## src/rtl/spi_wb_cmd_sequencer.sv

```systemverilog
`default_nettype none
// ==========================================================================
// spi_wb_cmd_sequencer : framed byte commands -> single-byte WB writes, with
// retry/backoff and CS gaps. Optional RX capture: SPI_SEQ_RX_CAPTURE_EN. Rev 1.0
// ==========================================================================
module spi_wb_cmd_sequencer #(
  parameter int NUM_CHIP_SELECTS = 3,
  parameter int TX_DEPTH         = 8,
  parameter int RX_DEPTH         = 8,
  parameter int MAX_RETRIES      = 4,
  parameter int BACKOFF_CYCLES   = 8,
  parameter int CS_GAP           = 4,
  localparam int CSW = (NUM_CHIP_SELECTS > 1) ? $clog2(NUM_CHIP_SELECTS) : 1
) (
  input  logic           CLK_I,
  input  logic           RST_I,
  input  logic           cmd_valid,
  output logic           cmd_ready,
  input  logic [CSW-1:0] cmd_cs,
  input  logic [7:0]     cmd_data,
  input  logic           cmd_last,
  output logic           STB_O,
  output logic           WE_O,
  output logic [7:0]     ADR_O,
  output logic [7:0]     DAT_O,
  input  logic           ACK_I,
  input  logic           RTY_I,
  input  logic [7:0]     DAT_I,
  output logic           rx_valid,
  input  logic           rx_ready,
  output logic [7:0]     rx_data,
  output logic           rx_last,
  output logic           busy,
  output logic           err,
  input  logic           err_clr
);

  localparam int TAW = $clog2(TX_DEPTH);
  localparam int TW  = 1 + CSW + 8;
  localparam int RW  = $clog2(MAX_RETRIES + 2);
  localparam int BW  = (BACKOFF_CYCLES > 1) ? $clog2(BACKOFF_CYCLES) : 1;
  localparam int GW  = (CS_GAP > 1) ? $clog2(CS_GAP) : 1;
  localparam logic [RW-1:0] RETRY_MAX = RW'(MAX_RETRIES);
  localparam logic [BW-1:0] BO_LAST   = BW'(BACKOFF_CYCLES - 1);
  localparam logic [GW-1:0] GAP_LAST  = GW'(CS_GAP - 1);

  typedef enum logic [2:0] {IDLE, ISSUE, BACKOFF, GAP, FLUSH} state_t;
  state_t state;

  logic [RW-1:0] retry_cnt;
  logic [BW-1:0] bo_cnt;
  logic [GW-1:0] gap_cnt;
  logic          ready_en;
  logic          rx_space;

  // TX FIFO: entry = {last, cs, data}
  logic [TW-1:0]  tx_mem [TX_DEPTH];
  logic [TAW:0]   tx_wp, tx_rp;
  logic           tx_full, tx_empty, tx_push, tx_pop;
  logic [TW-1:0]  head;
  logic           head_last;
  logic [CSW-1:0] head_cs;
  logic [7:0]     head_data;

  assign tx_empty  = (tx_wp == tx_rp);
  assign tx_full   = (tx_wp[TAW] != tx_rp[TAW]) && (tx_wp[TAW-1:0] == tx_rp[TAW-1:0]);
  assign cmd_ready = ready_en && !tx_full;
  assign tx_push   = cmd_valid && cmd_ready;
  assign tx_pop    = ((state == ISSUE) && ACK_I) || ((state == FLUSH) && !tx_empty);
  assign head      = tx_mem[tx_rp[TAW-1:0]];
  assign head_last = head[TW-1];
  assign head_cs   = head[8 +: CSW];
  assign head_data = head[7:0];
  assign busy      = (state != IDLE) || !tx_empty;

  always_ff @(posedge CLK_I) begin
    if (!RST_I) begin
      tx_wp    <= '0;
      tx_rp    <= '0;
      ready_en <= 1'b0;
    end else begin
      ready_en <= 1'b1;
      if (tx_push) tx_wp <= tx_wp + 1'b1;
      if (tx_pop)  tx_rp <= tx_rp + 1'b1;
    end
  end

  always_ff @(posedge CLK_I) begin
    if (tx_push) tx_mem[tx_wp[TAW-1:0]] <= {cmd_last, cmd_cs, cmd_data};
  end

`ifdef SPI_SEQ_RX_CAPTURE_EN
  localparam int RAW = $clog2(RX_DEPTH);
  logic [8:0]   rx_mem [RX_DEPTH];
  logic [RAW:0] rx_wp, rx_rp;
  logic         rx_push, rx_pop, rx_full;
  logic [8:0]   rx_head;

  assign rx_push  = (state == ISSUE) && ACK_I;
  assign rx_valid = (rx_wp != rx_rp);
  assign rx_pop   = rx_valid && rx_ready;
  assign rx_full  = (rx_wp[RAW] != rx_rp[RAW]) && (rx_wp[RAW-1:0] == rx_rp[RAW-1:0]);
  assign rx_space = !rx_full;
  assign rx_head  = rx_mem[rx_rp[RAW-1:0]];
  assign rx_data  = rx_valid ? rx_head[7:0] : 8'h00;
  assign rx_last  = rx_valid && rx_head[8];

  always_ff @(posedge CLK_I) begin
    if (!RST_I) begin
      rx_wp <= '0;
      rx_rp <= '0;
    end else begin
      if (rx_push) rx_wp <= rx_wp + 1'b1;
      if (rx_pop)  rx_rp <= rx_rp + 1'b1;
    end
  end

  always_ff @(posedge CLK_I) begin
    if (rx_push) rx_mem[rx_wp[RAW-1:0]] <= {head_last, DAT_I};
  end
`else
  localparam int unused_rx_depth = RX_DEPTH;
  logic unused_rx;
  assign unused_rx = ^{DAT_I, rx_ready};
  assign rx_valid  = 1'b0;
  assign rx_data   = 8'h00;
  assign rx_last   = 1'b0;
  assign rx_space  = 1'b1;
`endif

  always_ff @(posedge CLK_I) begin
    if (!RST_I) begin
      state     <= IDLE;
      STB_O     <= 1'b0;
      WE_O      <= 1'b0;
      ADR_O     <= 8'h00;
      DAT_O     <= 8'h00;
      retry_cnt <= '0;
      bo_cnt    <= '0;
      gap_cnt   <= '0;
      err       <= 1'b0;
    end else begin
      // a same-cycle abort below overrides this clear
      if (err_clr) err <= 1'b0;
      case (state)
        IDLE: begin
          if (!tx_empty && rx_space) begin
            state <= ISSUE;
            STB_O <= 1'b1;
            WE_O  <= 1'b1;
            ADR_O <= 8'(head_cs);
            DAT_O <= head_data;
          end
        end
        ISSUE: begin
          if (ACK_I) begin
            STB_O     <= 1'b0;
            WE_O      <= 1'b0;
            retry_cnt <= '0;
            gap_cnt   <= '0;
            state     <= head_last ? GAP : IDLE;
          end else if (RTY_I) begin
            STB_O <= 1'b0;
            WE_O  <= 1'b0;
            if (retry_cnt >= RETRY_MAX) begin
              retry_cnt <= '0;
              err       <= 1'b1;
              state     <= FLUSH;
            end else begin
              retry_cnt <= retry_cnt + 1'b1;
              bo_cnt    <= '0;
              state     <= BACKOFF;
            end
          end
        end
        BACKOFF: begin
          if (bo_cnt == BO_LAST) begin
            state <= ISSUE;
            STB_O <= 1'b1;
            WE_O  <= 1'b1;
          end else begin
            bo_cnt <= bo_cnt + 1'b1;
          end
        end
        GAP: begin
          if (gap_cnt == GAP_LAST) state <= IDLE;
          else                     gap_cnt <= gap_cnt + 1'b1;
        end
        FLUSH: begin
          if (!tx_empty && head_last) begin
            gap_cnt <= '0;
            state   <= GAP;
          end
        end
        default: state <= IDLE;
      endcase
    end
  end

endmodule
`default_nettype wire

```

## config.mk

```make
export PLATFORM = sky130hd
export DESIGN_NAME = spi_wb_cmd_sequencer
export DESIGN_NICKNAME = d
export VERILOG_FILES = /design/src/rtl/spi_wb_cmd_sequencer.sv
export SDC_FILE = /design/constraint.sdc
export NUM_CORES = 1
export LEC_CHECK = 0
export CORE_UTILIZATION = 56
export CTS_CLUSTER_SIZE = 24
export DETAILED_ROUTE_END_ITERATION = 16
export PLACE_DENSITY = 0.85
export SYNTH_ARGS = -nofsm -noshare
export SYNTH_HDL_FRONTEND = slang
export SYNTH_SLANG_ARGS = --single-unit
```

## constraint.sdc

```tcl
create_clock -name CLK_I -period 3.1 [get_ports CLK_I]
set_input_delay 0.93 -clock CLK_I [delete_from_list [all_inputs] [get_ports CLK_I]]
set_output_delay 0.93 -clock CLK_I [all_outputs]
set_load 0.01 [all_outputs]
```

==> reports/summary.json, run 1 <==
{
  "status": "finished, final reports clean",
  "critical_path.startpoint_type": "register",
  "sequential_element_share_of_the_synthesized_area_pct": 63.9,
  "diodes": 0,
  "crit_path_top_delay_cell": "sky130_fd_sc_hd__clkdlybuf4s50_1",
  "total_cts_buffers": 17,
  "timing.hold.worst_path_depth": 2,
  "clkSlewWorstSetupHoldPaths_ns": 0.06,
  "synth_top_cells_by_area": "sky130_fd_sc_hd__edfxtp_1, sky130_fd_sc_hd__dfxtp_1, sky130_fd_sc_hd__mux4_2, sky130_fd_sc_hd__mux2i_1, sky130_fd_sc_hd__buf_4",
  "total_leakage_power_nw": 2.20,
  "final_layout_size_suffix_gt1_share_pct": 21.1,
  "finalHoldViolCount": 0,
  "crit_path_max_incr_delay_ns": 0.51,
  "start_util_pct": 58.8,
  "detail-route-antenna-nets": 0,
  "chip_width_um": 98.6,
  "tritoncts": "built",
  "synthArstFlopShare_pct": 0,
  "cts-root-buf": "sky130_fd_sc_hd__clkbuf_8",
  "chipHeight_um": 98.6,
  "critical_path_arrival_ns": 2.06,
  "min_period_over_period_pct": 96.6,
  "power.density_cell_area_nw_per_um2": 710,
  "synth_top_area_share_pct": 50.5,
  "grt_setup_unrepaired": "no",
  "post-route-util_pct": 69.7,
  "route.vias.total": 2987,
  "achievable-frequency_ghz": 0.334,
  "pre_cts_slack_ns": 0.332,
  "tightest_slew_ns": 1.21,
  "floorplan.rows": 34,
  "number_of_antenna_violations_at_the_first_check_in_global_routing": 0,
  "clock_latency_ns": 0.51,
  "finalSetupTns_ns": 0,
  "path_max_fanout": 5,
  "detailedRoute.firstPassIterationCount": 4,
  "worstSetupEndpointType": "primary output",
  "critical_path.top_delay_family": "buffers and inverters",
  "synth_most_common_cell": "sky130_fd_sc_hd__edfxtp_1",
  "critical_path_buffers_and_inverters": 1,
  "grt_pass1_vias": 3011,
  "grt-ovfl-total": 0,
  "worst-endpoint-required_ns": 2.17,
  "final.min_clock_period_ns": 2.99,
  "ctsLongestPathBuffers": 2,
  "synthFlopType": "sky130_fd_sc_hd__edfxtp_1",
  "ys_ff_latch": 123,
  "holdWs_ns": 0.478,
  "area.growth.synth_to_final_pct": 18.4,
  "drv.max_cap_violation_count": 0,
  "yosysWarnings": 0,
  "wl_per_cell_um": 19.1,
  "floorplan.die_area_um2": 9730,
  "level_count_of_the_clock_h_tree": 4,
  "ioPinCount": 57,
  "clkSinkCount": 123,
  "syn_inst": 344,
  "syn_area_per_cell_um2": 15.2,
  "global_route.usage.total_pct": 21.9,
  "logic_depth_of_the_worst_setup_path_including_buffers": 3,
  "finalClockSkew_ns": 0.00902,
  "coreArea_um2": 8890,
  "design.final.nets": 422,
  "worstPathCellList": "xor2_2 > o41a_1 > clkdlybuf4s50_1",
  "synth_cell_type_count": 52,
  "slew_headroom_pct": 19.0,
  "synth_enable_flop_cells": 88,
  "remaining_drc_errors": 0,
  "finalSetupViolations": 0,
  "number_of_cells_on_the_worst_reg_to_reg_path": 6,
  "detail_route.iter0.violations": 174,
  "grt_pass1_wl_um": 15600,
  "hold_class": "register to register",
  "viasPerCell": 5.86,
  "irDropWorstVdd_mv": 0.377,
  "routed_wirelength_um": 9740,
  "post-route-worst-setup-slack_ns": 0.106,
  "final-max-slew-violation-count": 0,
  "setup.worst_path.class": "register to primary output",
  "grt_max_degree": 21,
  "post_synth_most_frequent_cells": "sky130_fd_sc_hd__edfxtp_1, sky130_fd_sc_hd__dfxtp_1, sky130_fd_sc_hd__nand2_1",
  "synth.cell_area_um2": 5230,
  "port_buffers": 31,
  "synth_top_cell_by_area": "sky130_fd_sc_hd__edfxtp_1",
  "place.gp.congestion": 0.799,
  "post_cts_hold_buffers": 0,
  "hpwlAfterDp_um": 6100
}
## through the flow
step	std cells	total power, W	instance area, um^2
floorplan	359	0.00245	5290
global placement	478	0.00266	5640
detailed placement	478	0.00270	5640
CTS	510	0.00443	6180
global route	510	0.00458	6190
finish	510	0.00440	6190
## sequential cells by signal (all words and copies together) (netlist names), named ones only
| signal | count |
|---|---|
| tx_wp | 4 |
| DAT_O | 8 |
| tx_mem | 88 |
| gap_cnt | 2 |
| ADR_O | 2 |
| tx_rp | 4 |
| retry_cnt | 3 |
| ready_en | 1 |
| err | 1 |
| bo_cnt | 3 |
| state | 3 |
| WE_O | 1 |
## cell families (layout without fill, tap and decap cells)
family          count (synthesis)  after routing  synth area share (%)
buf+inv                        38             81                  4.43
simple gates                   84             84                  9.24
xor+xnor                        7              7                  1.17
fa+ha+maj                       7              7                  1.67
compound gates                 47             47                  7.56
mux                            37             37                  11.9
other cells                     1             16                0.0717
flops                         123            123                  63.9
## worst reg2reg max path: cells and delay by family (launching register included)
kind / cells / cell delay [ns]
and+or+nand+nor: 3 / 1.17
DFF: 1 / 0.45
xor gates and xnor gates: 1 / 0.23
buffers and inverters: 1 / 0.18
AOI/OAI and AO/OA: 1 / 0.19
## layout make-up
cell class                 count  area (um^2)
inverter                       4         15.0
tap                          108          135
clock inverter                15          114
multi-input combinational    198         1740
fill                         542         2700
timing repair buffer          45          428
clock buffer                  17          414
sequential                   123         3350
## power by group
group / internal [W] / switching [W] / total (W)
registers: 0.00185 / 0.0000876 / 0.00193
logic: 0.000392 / 0.000352 / 0.000744
clock network: 0.000990 / 0.000731 / 0.00172
## layer usage
layer  track usage, %  up-vias  part of all wire (%)
met3             5.67       23                   5.4
met2             36.0      124                    51
met5                0        -                     0
li1                 -     1379                     -
met1             27.9     1461                    42
met4             9.41        0                   2.2
## what timing repair did
item / in CTS / in global routing
setup buffers: 0 / 0
resized for setup: 4 / 3
setup endpoints to repair: 2 / 2
hold endpoints to repair: 0 / 0
pin swaps: 0 / 0
## final timing paths
kind,to,slack (ns),from
max reg2reg,DAT_O[4],0.77,tx_rp[1]
max,cmd_ready,0.11,tx_rp[0]
min reg2reg,err,0.48,err
min,err,0.48,err
## placed cells by master, fill, tap and decap left out, drive strengths merged, types with 5 or more instances in the layout
cell type	synthesis	layout
o211a	10	10
mux4	20	20
nand3	8	8
clkinv	0	5
conb	1	16
a21boi	6	6
edfxtp	88	88
nor2	9	9
nand2b	5	5
a21oi	6	6
and2	8	8
nand2	22	22
mux2i	15	15
clkdlybuf4s50	0	31
clkbuf	9	17
buf	25	14
nor2b	9	9
nor3	6	6
o21ai	9	9
inv	4	10
ha	7	7
dfxtp	35	35
(Power assumes the default switching activity.)
==> inputs of run 2 (changes only) <==
--- a/config.mk
+++ b/config.mk
@@ -5,10 +5,10 @@
 export SDC_FILE = /design/constraint.sdc
 export NUM_CORES = 1
 export LEC_CHECK = 0
-export CORE_UTILIZATION = 56
+export CORE_UTILIZATION = 59
 export CTS_CLUSTER_SIZE = 24
 export DETAILED_ROUTE_END_ITERATION = 16
-export PLACE_DENSITY = 0.85
+export PLACE_DENSITY = 0.89
 export SYNTH_ARGS = -nofsm -noshare
 export SYNTH_HDL_FRONTEND = slang
 export SYNTH_SLANG_ARGS = --single-unit
==> constraint.sdc (replaced) <==
create_clock -name CLK_I -period 3.55 [get_ports CLK_I]
set_input_delay 1.065 -clock CLK_I [delete_from_list [all_inputs] [get_ports CLK_I]]
set_output_delay 1.065 -clock CLK_I [all_outputs]
set_load 0.01 [all_outputs]
==> reports/summary.json, run 2 (synthesis results as in run 1) <==
{
  "routed_wirelength": {"value": 9920, "unit": "um", "change": "+1.9%"},
  "grt_pass1_vias": {"value": 2942, "change": "-2.3%"},
  "worst_setup_path_startpoint": "tx_wp[0]",
  "worstSetupEndpointType": "primary output",
  "number_of_cells_on_the_worst_reg_to_reg_path": {"value": 4, "change": "-2"},
  "area.growth.synth_to_final_pct": 18.1,
  "final.min_clock_period_ns": 3.28,
  "crit_reg_reg_endpoint": "gap_cnt[0]",
  "diodes": {"value": 0, "change": "unchanged"},
  "min_from": "gap_cnt[1]",
  "total_leakage_power": {"value": 2.21, "unit": "nW", "change": "+0.49%"},
  "critical_path_buffers_and_inverters": {"value": 1, "change": "unchanged"},
  "floorplan.die_area": {"value": 9240, "unit": "um^2", "change": "-5.0%"},
  "clock_latency": {"value": 0.53, "unit": "ns", "change": "+0.02 ns"},
  "finalSetupTns": {"value": 0, "unit": "ns", "change": "unchanged"},
  "worstPathCellList": "xor2_1 > o41a_1 > clkdlybuf4s50_1",
  "final_layout_size_suffix_gt1_share": {"value": 19.3, "unit": "%", "change": "-1.9 points"},
  "setup.worst_path.class": "register to primary output",
  "pre_cts_slack": {"value": 0.528, "unit": "ns", "change": "+0.197 ns"},
  "worst-endpoint-required": {"value": 2.48, "unit": "ns", "change": "+0.31 ns"},
  "critical_path_arrival": {"value": 2.22, "unit": "ns", "change": "+0.16 ns"},
  "hold_class": "register to register",
  "finalHoldViolCount": {"value": 0, "change": "unchanged"},
  "reg2reg_slack": {"value": 1.08, "unit": "ns", "change": "+0.31 ns"},
  "detail_route.iter0.violations": {"value": 150, "change": "-14%"},
  "most-common-layout-cells": "sky130_fd_sc_hd__edfxtp_1, sky130_fd_sc_hd__dfxtp_1, sky130_fd_sc_hd__clkdlybuf4s50_1",
  "hpwlAfterDp": {"value": 5750, "unit": "um", "change": "-5.7%"},
  "tritoncts": "built",
  "post_cts_resized": {"value": 0, "change": "-4"},
  "port_buffers": {"value": 31, "change": "unchanged"},
  "critical_path.top_delay_family": "flip-flops",
  "start_util": {"value": 62.4, "unit": "%", "change": "+3.6 points"},
  "achievable-frequency_ghz": 0.305,
  "viasPerCell": {"value": 5.92, "change": "+1.1%"},
  "floorplan.rows": {"value": 33, "change": "-2.9%"},
  "crit_path_top_delay_cell": "sky130_fd_sc_hd__dfxtp_1",
  "design.final.nets": {"value": 420, "change": "-0.47%"},
  "min_to": "gap_cnt[1]",
  "grt-ovfl-total": {"value": 0, "change": "unchanged"},
  "level_count_of_the_clock_h_tree": {"value": 4, "change": "unchanged"},
  "tightest_slew": {"value": 1.19, "unit": "ns", "change": "-0.0236 ns"},
  "clkSinkCount": {"value": 123, "change": "unchanged"},
  "timing.hold.worst_path_depth": {"value": 2, "change": "unchanged"},
  "min_period_over_period_pct": 92.4,
  "cts-root-buf": "sky130_fd_sc_hd__clkbuf_8",
  "grt_setup_unrepaired": "no",
  "finalSetupViolations": {"value": 0, "change": "unchanged"},
  "ctsLongestPathBuffers": {"value": 2, "change": "unchanged"},
  "coreArea": {"value": 8380, "unit": "um^2", "change": "-5.7%"},
  "grt_max_degree": {"value": 27, "change": "+29%"},
  "place.gp.congestion": {"value": 0.807, "change": "+1.0%"},
  "clkSlewWorstSetupHoldPaths": {"value": 0.06, "unit": "ns", "change": "about the same"},
  "status": "finished, final reports clean",
  "path_max_fanout": {"value": 8, "change": "+3"},
  "power.density_cell_area": {"value": 640, "unit": "nW/um^2", "change": "-9.9%"},
  "wl_per_cell": {"value": 19.6, "unit": "um", "change": "+2.9%"},
  "finalClockSkew": {"value": 0.0131, "unit": "ns", "change": "+0.00409 ns"},
  "layout_commonest_cell": "sky130_fd_sc_hd__edfxtp_1",
  "drv.max_cap_violation_count": {"value": 0, "change": "unchanged"},
  "chipHeight": {"value": 96.1, "unit": "um", "change": "-2.5%"},
  "route.vias.total": {"value": 2989, "change": "+0.067%"},
  "detail-route-antenna-nets": {"value": 0, "change": "unchanged"},
  "number_of_antenna_violations_at_the_first_check_in_global_routing": {"value": 0, "change": "unchanged"},
  "largest_register_ff_count": {"value": 88, "change": "unchanged"},
  "chip_width": {"value": 96.1, "unit": "um", "change": "-2.5%"},
  "crit_path_max_incr_delay": {"value": 0.51, "unit": "ns", "change": "about the same"},
  "critical_path.startpoint_type": "register",
  "detailedRoute.firstPassIterationCount": {"value": 4, "change": "unchanged"},
  "total_cts_buffers": {"value": 17, "change": "unchanged"},
  "remaining_drc_errors": {"value": 0, "change": "unchanged"},
  "slew_headroom": {"value": 20.7, "unit": "%", "change": "+1.6 points"},
  "irDropWorstVdd": {"value": 0.538, "unit": "mV", "change": "+43%"},
  "grt_pass1_wl": {"value": 15300, "unit": "um", "change": "-1.7%"},
  "ioPinCount": {"value": 57, "change": "unchanged"},
  "global_route.usage.total": {"value": 24.3, "unit": "%", "change": "+2.3 points"},
  "post-route-worst-setup-slack": {"value": 0.269, "unit": "ns", "change": "+0.163 ns"},
  "final-max-slew-violation-count": {"value": 0, "change": "unchanged"}
}
run 2: cell type report:
cell class,count,area (um^2)
Sequential cell,123,3340
Fill cell,487,2210
Multi-Input combinational cell,198,1720
Inverter,4,15.0
Tap cell,105,131
Clock inverter,15,155
Timing Repair Buffer,43,400
Clock buffer,17,414
run 2: where the power goes:
group,internal (W),switching [W]
Clock,0.000953,0.000675
Sequential,0.00161,0.0000645
Combinational,0.000331,0.000318
run 2: worst max path at each step:
stage | to | slack [ns] | cells past startpoint
after detailed placement | busy | 0.53 | 4
after floorplan | tx_mem[0][0] | 0.82 | 5
after global routing | cmd_ready | 0.17 | 3
after global placement | busy | 0.61 | 4
after CTS | cmd_ready | 0.26 | 3
final | cmd_ready | 0.27 | 3
run 2: metal layers:
| layer | GRT usage (%) | wire (um) | up-vias |
|---|---|---|---|
| li1 | - | - | 1368 |
| met1 | 29.0 | 3890 | 1485 |
| met2 | 38.7 | 4980 | 108 |
| met3 | 8.45 | 711 | 28 |
| met4 | 13.1 | 336 | 0 |
| met5 | 0 | 0 | - |
run 2: metrics by stage:
stage               cell area, um^2  hold WS, ns  util, %  instances  power (W)
CTS                            6180        0.486     73.7        505    0.00398
detailed placement             5600        0.477     66.8        472    0.00234
floorplan                      5290        0.447        -        359    0.00214
global placement               5600        0.459     66.8        472    0.00231
global route                   6180        0.512     73.7        505    0.00410
finish                         6180        0.481     73.7        505    0.00395
run 2: what timing repair did:
action	4_1_cts	5_1_grt
setup endpoints to repair	1	0
hold buffers	0	0
setup buffers	1	0
run 2: tightest hold or removal path, stage by stage (launching register included):
cell and delay, ns:
sky130_fd_sc_hd__dfxtp_1 0.31, sky130_fd_sc_hd__nand2_1 0.07, sky130_fd_sc_hd__mux2i_1 0.06
